$ cat config.mk
export PLATFORM = sky130hd
export DESIGN_NAME = spell_wb_host
export DESIGN_NICKNAME = d
export VERILOG_FILES = /design/src/rtl/spell_wb_host.sv
export SDC_FILE = /design/constraint.sdc
export NUM_CORES = 1
export LEC_CHECK = 0
export CORE_MARGIN = 4
export CORE_UTILIZATION = 40
export DETAILED_ROUTE_END_ITERATION = 8
export MAX_ROUTING_LAYER = met4
export PLACE_DENSITY = 0.72
export REMOVE_ABC_BUFFERS = 1
export SETUP_SLACK_MARGIN = 0.05
export SYNTH_ARGS = -nofsm -noshare
export SYNTH_HDL_FRONTEND = slang
export SYNTH_SLANG_ARGS = --single-unit
$ cat constraint.sdc
create_clock -name clock -period 2.2 [get_ports clock]
set_input_delay 0.33 -clock clock [delete_from_list [all_inputs] [get_ports clock]]
set_output_delay 0.33 -clock clock [all_outputs]
set_load 0.02 [all_outputs]
$ cat src/rtl/spell_wb_host.sv
// Wishbone initiator for the spell core: turns valid/ready commands into single
// bus reads/writes, or a RUN write followed by RUN polls until the core sleeps.
module spell_wb_host #(
  parameter logic [31:0] BASE_ADDR = 32'h3000_0000,
  parameter logic [7:0]  TIMEOUT   = 8'd255,
  parameter logic [7:0]  POLL_GAP  = 8'd4,
  parameter logic [15:0] MAX_POLLS = 16'd0
) (
  input  logic        clock,
  input  logic        reset,
  input  logic        cmd_valid,
  output logic        cmd_ready,
  input  logic [1:0]  cmd_op,
  input  logic [23:0] cmd_addr,
  input  logic [31:0] cmd_data,
  output logic        rsp_valid,
  output logic [31:0] rsp_data,
  output logic        rsp_error,
  output logic        o_wb_cyc,
  output logic        o_wb_stb,
  output logic        o_wb_we,
  output logic [31:0] o_wb_addr,
  output logic [31:0] o_wb_data,
  input  logic        i_wb_ack,
  input  logic [31:0] i_wb_data
);

  typedef enum logic [2:0] {
    S_IDLE,
    S_BUS,
    S_GAP,
    S_POLL_WAIT,
    S_RESPOND
  } state_e;

  typedef enum logic [1:0] {
    OP_READ  = 2'd0,
    OP_WRITE = 2'd1,
    OP_RUN   = 2'd2,
    OP_RSVD  = 2'd3
  } op_e;

  localparam logic [23:0] RUN_REG = 24'h00_000c;

  state_e      state_q, state_d;
  op_e         op_q, op_d;
  logic        err_q, err_d;
  logic [31:0] rdata_q, rdata_d;
  logic [7:0]  timer_q, timer_d;
  logic [7:0]  gap_q, gap_d;
  logic [15:0] polls_q, polls_d;
  logic        polling_q, polling_d;

  logic        cmd_ready_q, cmd_ready_d;
  logic        rsp_valid_q, rsp_valid_d;
  logic [31:0] rsp_data_q, rsp_data_d;
  logic        rsp_error_q, rsp_error_d;
  logic        cyc_q, cyc_d;
  logic        we_q, we_d;
  logic [31:0] addr_q, addr_d;
  logic [31:0] wdata_q, wdata_d;

  logic [8:0]  timer_inc;
  logic [8:0]  gap_inc;

  always_comb begin
    state_d   = state_q;
    op_d      = op_q;
    err_d     = err_q;
    rdata_d   = rdata_q;
    timer_d   = timer_q;
    gap_d     = gap_q;
    polls_d   = polls_q;
    polling_d = polling_q;
    we_d      = we_q;
    addr_d    = addr_q;
    wdata_d   = wdata_q;
    // 9-bit increments keep the limit compares correct even for limits of 0 or 255
    timer_inc = {1'b0, timer_q} + 9'd1;
    gap_inc   = {1'b0, gap_q} + 9'd1;

    unique case (state_q)
      S_IDLE: begin
        if (cmd_valid && cmd_ready_q) begin
          op_d      = op_e'(cmd_op);
          err_d     = 1'b0;
          rdata_d   = '0;
          timer_d   = '0;
          gap_d     = '0;
          polls_d   = '0;
          polling_d = 1'b0;
          unique case (op_e'(cmd_op))
            OP_READ, OP_WRITE: begin
              we_d    = (op_e'(cmd_op) == OP_WRITE);
              addr_d  = BASE_ADDR | {8'h00, cmd_addr};
              wdata_d = cmd_data;
              state_d = S_BUS;
            end
            OP_RUN: begin
              we_d    = 1'b1;
              addr_d  = BASE_ADDR | {8'h00, RUN_REG};
              wdata_d = {30'b0, cmd_data[1], 1'b1};
              state_d = S_BUS;
            end
            default: begin
              err_d   = 1'b1;
              state_d = S_RESPOND;
            end
          endcase
        end
      end

      S_BUS: begin
        if (i_wb_ack) begin
          timer_d = '0;
          if (!we_q) begin
            rdata_d = i_wb_data;
          end
          state_d = S_GAP;
        end else if (timer_inc >= {1'b0, TIMEOUT}) begin
          timer_d = TIMEOUT;
          err_d   = 1'b1;
          rdata_d = '0;
          state_d = S_GAP;
        end else begin
          timer_d = timer_inc[7:0];
        end
      end

      // One dead cycle swallows spell's trailing ack before anything else happens
      S_GAP: begin
        if (err_q || (op_q != OP_RUN)) begin
          state_d = S_RESPOND;
        end else if (!polling_q || rdata_q[0]) begin
          gap_d   = '0;
          state_d = S_POLL_WAIT;
        end else begin
          state_d = S_RESPOND;
        end
      end

      S_POLL_WAIT: begin
        if ((MAX_POLLS != 16'd0) && (polls_q == MAX_POLLS)) begin
          err_d   = 1'b1;
          state_d = S_RESPOND;
        end else if (gap_inc >= {1'b0, POLL_GAP}) begin
          gap_d     = '0;
          timer_d   = '0;
          polls_d   = polls_q + 16'd1;
          polling_d = 1'b1;
          we_d      = 1'b0;
          addr_d    = BASE_ADDR | {8'h00, RUN_REG};
          state_d   = S_BUS;
        end else begin
          gap_d = gap_inc[7:0];
        end
      end

      S_RESPOND: begin
        state_d = S_IDLE;
      end

      default: begin
        state_d = S_IDLE;
      end
    endcase

    cmd_ready_d = (state_d == S_IDLE);
    cyc_d       = (state_d == S_BUS);
    rsp_valid_d = (state_d == S_RESPOND);
    rsp_data_d  = rsp_valid_d ? rdata_d : '0;
    rsp_error_d = rsp_valid_d & err_d;
  end

  always_ff @(posedge clock) begin
    if (reset) begin
      state_q     <= S_IDLE;
      op_q        <= OP_READ;
      err_q       <= 1'b0;
      rdata_q     <= '0;
      timer_q     <= '0;
      gap_q       <= '0;
      polls_q     <= '0;
      polling_q   <= 1'b0;
      cmd_ready_q <= 1'b1;
      rsp_valid_q <= 1'b0;
      rsp_data_q  <= '0;
      rsp_error_q <= 1'b0;
      cyc_q       <= 1'b0;
      we_q        <= 1'b0;
      addr_q      <= '0;
      wdata_q     <= '0;
    end else begin
      state_q     <= state_d;
      op_q        <= op_d;
      err_q       <= err_d;
      rdata_q     <= rdata_d;
      timer_q     <= timer_d;
      gap_q       <= gap_d;
      polls_q     <= polls_d;
      polling_q   <= polling_d;
      cmd_ready_q <= cmd_ready_d;
      rsp_valid_q <= rsp_valid_d;
      rsp_data_q  <= rsp_data_d;
      rsp_error_q <= rsp_error_d;
      cyc_q       <= cyc_d;
      we_q        <= we_d;
      addr_q      <= addr_d;
      wdata_q     <= wdata_d;
    end
  end

  assign cmd_ready = cmd_ready_q;
  assign rsp_valid = rsp_valid_q;
  assign rsp_data  = rsp_data_q;
  assign rsp_error = rsp_error_q;
  assign o_wb_cyc  = cyc_q;
  assign o_wb_stb  = cyc_q;
  assign o_wb_we   = we_q;
  assign o_wb_addr = addr_q;
  assign o_wb_data = wdata_q;

endmodule

* Yosys cells after proc, flatten, opt, wreduce, memory -nomap -nowiden
Cells that the tools add are included.
** Storage, ports and cells
- Register bits after elaboration :: 156
- Input port bits :: 94
- Output and inout port bits :: 102
** Cells by class
- Bitwise operators :: 2
- Mux-type cells :: 39
- Equal/unequal tests :: 13
- Reduce and logical (&&, ||, !) cells :: 20
- Order comparisons :: 2
- Add/sub/neg operators :: 2
** Operators with widths (count)
- $pmux W32 S2 :: 4
- $mux W32 :: 6
- $mux W8 :: 7
- $pmux W8 S3 :: 2
- $mux W3 :: 7
- $add A8 B1 Y9 const B :: 2
- $pmux W3 S4 :: 1
- $ne A2 B2 Y1 const B :: 5
- $ge A9 B3 Y1 const B :: 1
- $ge A9 B8 Y1 const B :: 1
- $reduce_and A3 Y1 :: 3
- $mux W1 :: 8
- $pmux W1 S2 :: 4
- $reduce_and A4 Y1 :: 2
- $eq A3 B1 Y1 const B :: 2
- $eq A3 B2 Y1 const B :: 2
- $logic_not A3 Y1 :: 2
- $reduce_bool A3 Y1 :: 2
- $reduce_bool A2 Y1 :: 2
- $reduce_or A2 Y1 :: 2
- $eq A3 B3 Y1 const B :: 1
- $ne A3 B1 Y1 const B :: 1
- $reduce_or A3 Y1 :: 1
- $eq A2 B1 Y1 const B :: 1
- other kinds (8) :: 9

* Depth between registers and ports, before layout
- Depth in word-level cells :: 8
- Gate-level depth with buffers :: 10
- Mapped depth without buffers :: 8

* Worst setup path after synthesis
No wires, ideal clock.
- Kind :: reg2reg
- From :: register gap_q[0]
- To :: register addr_q[10], in the netlist o_wb_addr[10]
- Cell stages (with the launch flop) :: 10
- Period minus slack after synthesis :: 1929 ps
- Required time :: 2128 ps
- Arrival :: 1857 ps
- Library setup time :: 72 ps
- Path slack :: 271 ps
- Buffers on the path :: 2
- Cells stage by stage :: dfxtp_1 -> ha_1 -> nand4b_1 -> o21ai_0 -> o21ai_0 -> o21bai_1 -> a22o_1 -> buf_6 -> buf_8 -> mux2i_1
** On the way
- Cells in the longest elaborated chain, start to end :: 4
** Ends and longest elaborated chain
- from (decl) :: line 50 : logic [7:0] gap_q, gap_d;
- from (signal assigned) :: line 199 : gap_q <= gap_d;
- $add A8 B1 Y9 :: line 80 : gap_inc = {1'b0, gap_q} + 9'd1;
- $ge A9 B3 Y1 :: line 146 : end else if (gap_inc >= {1'b0, POLL_GAP}) begin
- $ne A2 B2 Y1 (no line)
- $reduce_and A4 Y1 (no line)
- to (signal assigned) :: line 208 : addr_q <= addr_d;
- to (decl) :: line 60 : logic [31:0] addr_q, addr_d;
Every way passes these cells.
A chain may end at the register's enable or synchronous reset.

* Worst setup path in the final report
- From :: register gap_q[1]
- To :: register addr_q[16], in the netlist o_wb_addr[16]
Same word-level chain as after synthesis.

==> results.cfg <==
[run_status]
outcome = finished, final reports clean

[floorplanning]
fp.dieH_um = 128
fp.coreArea_um2 = 13900
row_count = 43
die-area_um2 = 16300
die_w_um = 128
pin_count = 196
start_util = 0.411

[clocking]
clk_pin_slew_worst_paths_ns = 0.06
cts_tree = yes
root_buffer = clkbuf_16
htreeDepth = 4
clockBufferDepth = 2
numClockSinks = 149
clock_latency_ns = 0.42
cts_buffers = 17
ctsHoldBuffers = 0

[layout]
seq_area_um2 = 2990
mostFrequentLayoutCell = clkdlybuf4s50_1
fillCellCount = 1123
final_util = 0.614
multi_input_area_um2 = 2500
area_growth_pct = 49.3
nets = 917
drive_above_1_share = 0.0967
mostFrequentLayoutCells = 188 x clkdlybuf4s50_1, 146 x dfxtp_1, 83 x nor2_1

[synth]
ys_seq_area_frac = 0.520
yosys_warnings = 0
ys.flop_type = dfxtp_1
syn_area_um2 = 5730
synth_edf_count = 0
ys_seq_elements = 149
ys_types = 50
async_flop_share = 0
netlist_instances = 621
avgSynthCellArea_um2 = 9.23

[detailed_routing]
drc = 0
firstDrtPassIters = 5
drt_iter0_markers = 205
vias = 5121
viasPerCell = 5.08
post_drt_wl_per_cell_um = 15.7
ant_nets = 0
totalWireLength_um = 15900

[power]
power_w = 0.00665
peakVddDrop_mv = 0.540
power_density_nw_per_um2 = 777
p_leak_nw = 3.25

[global_routing]
grt_antenna_before_repair = 0
grt_usage = 0.195
grt_pass1_vias = 5045
grt_overflow = 0
grt_max_degree = 38
grt_pass1_wl_um = 24900

[sta]
rsz0062_at_grt = false
max_freq_mhz = 494
finalHoldViolCount = 0
setup_viol = 0
fin_skew_ns = 0.00692
fin_crit_ns = 2.02
min_period_over_period = 0.920
maxSlewViolCount = 0

[place]
portBuffers = 189
gp_congestion = 0.866
dpl.hpwl_um = 11200

[min_path]
hp-class = primary input to flip-flop

[setup_path]
critPathMaxFanout = 7
cp_slowest_cell = dfxtp_4
arrival_ns = 2.37
critPathKind = flip-flop to flip-flop
required_ns = 2.54
crit_chain = ha_4, nand4b_1, o21ai_0, o21ai_1, o21bai_1, a22o_2, clkbuf_16, mux2i_1
endpoint_kind = flip-flop
critPathMaxStageDelay_ns = 0.36
critPathLaunchType = flip-flop

[flow_run]
max_cap_violations = 0
metal layers:
metal	track usage	wire, um
met2	0.299	7320
met4	0.0780	320
met5	-	0
met1	0.227	6600
met3	0.0804	1610
state kept, by name, indices dropped and copies added (netlist names):
name and cells:
op_q 2, o_wb_addr 25, rdata_q 32, o_wb_cyc 1, gap_q 8, rsp_error 1, err_q 1, polling_q 1
rsp_valid 1, o_wb_data 32, cmd_ready 1, timer_q 8, o_wb_we 1, rsp_data 32, state_q 3
stage by stage:
| step | TNS (ns) | worst slack [ns] | instance area (um2) | cells | hold slack [ns] |
|---|---|---|---|---|---|
| floorplan | -43.87 | -0.567 | 5470 | 580 | 0.399 |
| CTS | 0 | 0.0669 | 8420 | 1000 | 0.335 |
| global placement | 0 | 0.121 | 7850 | 969 | 0.439 |
| global route | 0 | 0.0211 | 8550 | 1007 | 0.366 |
| detailed placement | 0 | 0.0731 | 7850 | 969 | 0.443 |
| finish | 0 | 0.176 | 8560 | 1008 | 0.355 |
worst paths after layout:
path         depth (start not counted)  slack (ns)          start             to
min reg2reg                          2        0.45  o_wb_data[13]  o_wb_data[13]
max                                  8        0.18       gap_q[1]  o_wb_addr[16]
max reg2reg                          8        0.18       gap_q[1]  o_wb_addr[16]
min                                  2        0.35          reset     timer_q[0]
area by class of cell:
class | count | area share
multi-input cells | 420 | 0.292
repair buffers | 216 | 0.260
well taps | 180 | 0.0263
clock inverters | 12 | 0.0149
clock buffers | 19 | 0.0518
flip-flops and latches | 149 | 0.349
inverters | 11 | 0.00483
diodes | 1 | 0.000292
power by group:
| part | internal, W | switching (W) | leakage, nW |
|---|---|---|---|
| Sequential | 0.00280 | 0.0000643 | 1.21 |
| Clock | 0.00169 | 0.00110 | 0.284 |
| Combinational | 0.000507 | 0.000487 | 1.75 |
| Total | 0.00500 | 0.00165 | 3.25 |
synthesized netlist by cell type, types with 2 or more instances:
cell | instances | share of area
and2_1 | 10 | 0.011
nand4_1 | 5 | 0.0055
nor3_1 | 5 | 0.0044
buf_8 | 2 | 0.0052
clkbuf_1 | 22 | 0.014
buf_2 | 5 | 0.0044
a211o_1 | 2 | 0.0031
nand2_1 | 79 | 0.052
mux2i_1 | 26 | 0.045
a211oi_1 | 5 | 0.0065
inv_1 | 11 | 0.0072
ha_1 | 8 | 0.017
nor2b_1 | 2 | 0.0022
o21bai_1 | 3 | 0.0039
buf_6 | 4 | 0.0079
nand2b_1 | 31 | 0.034
o31ai_1 | 2 | 0.0026
dfxtp_1 | 149 | 0.52
nor2_1 | 84 | 0.055
a31oi_1 | 3 | 0.0033
a22oi_1 | 32 | 0.042
nor4_1 | 2 | 0.0022
nand3b_1 | 32 | 0.042
nand3_1 | 3 | 0.0026
a21oi_1 | 51 | 0.045
o21ai_0 | 7 | 0.0061
buf_4 | 13 | 0.017
timing repair:
action                                  4_1_cts  5_1_grt
gates resized for setup                       0       14
buffers inserted                              0        4
endpoints found under the setup margin        0       96
critical path, delay by kind of cell (launching register included):
kind | cells | cell delay [ns]
adders and majority gates | 1 | 0.17
and+or+nand+nor | 1 | 0.18
buffers and inverters | 1 | 0.20
muxes | 1 | 0.18
AOI/OAI and AO/OA | 4 | 0.86
DFF | 1 | 0.36
cell families after synthesis:
group	share of synthesized area
mux	0.0454
simple gates	0.225
flops	0.520
xor+xnor	0.00153
fa+ha+maj	0.0175
buf+inv	0.0561
other cells	0.000654
compound gates	0.133
(Power assumes the default switching activity.)
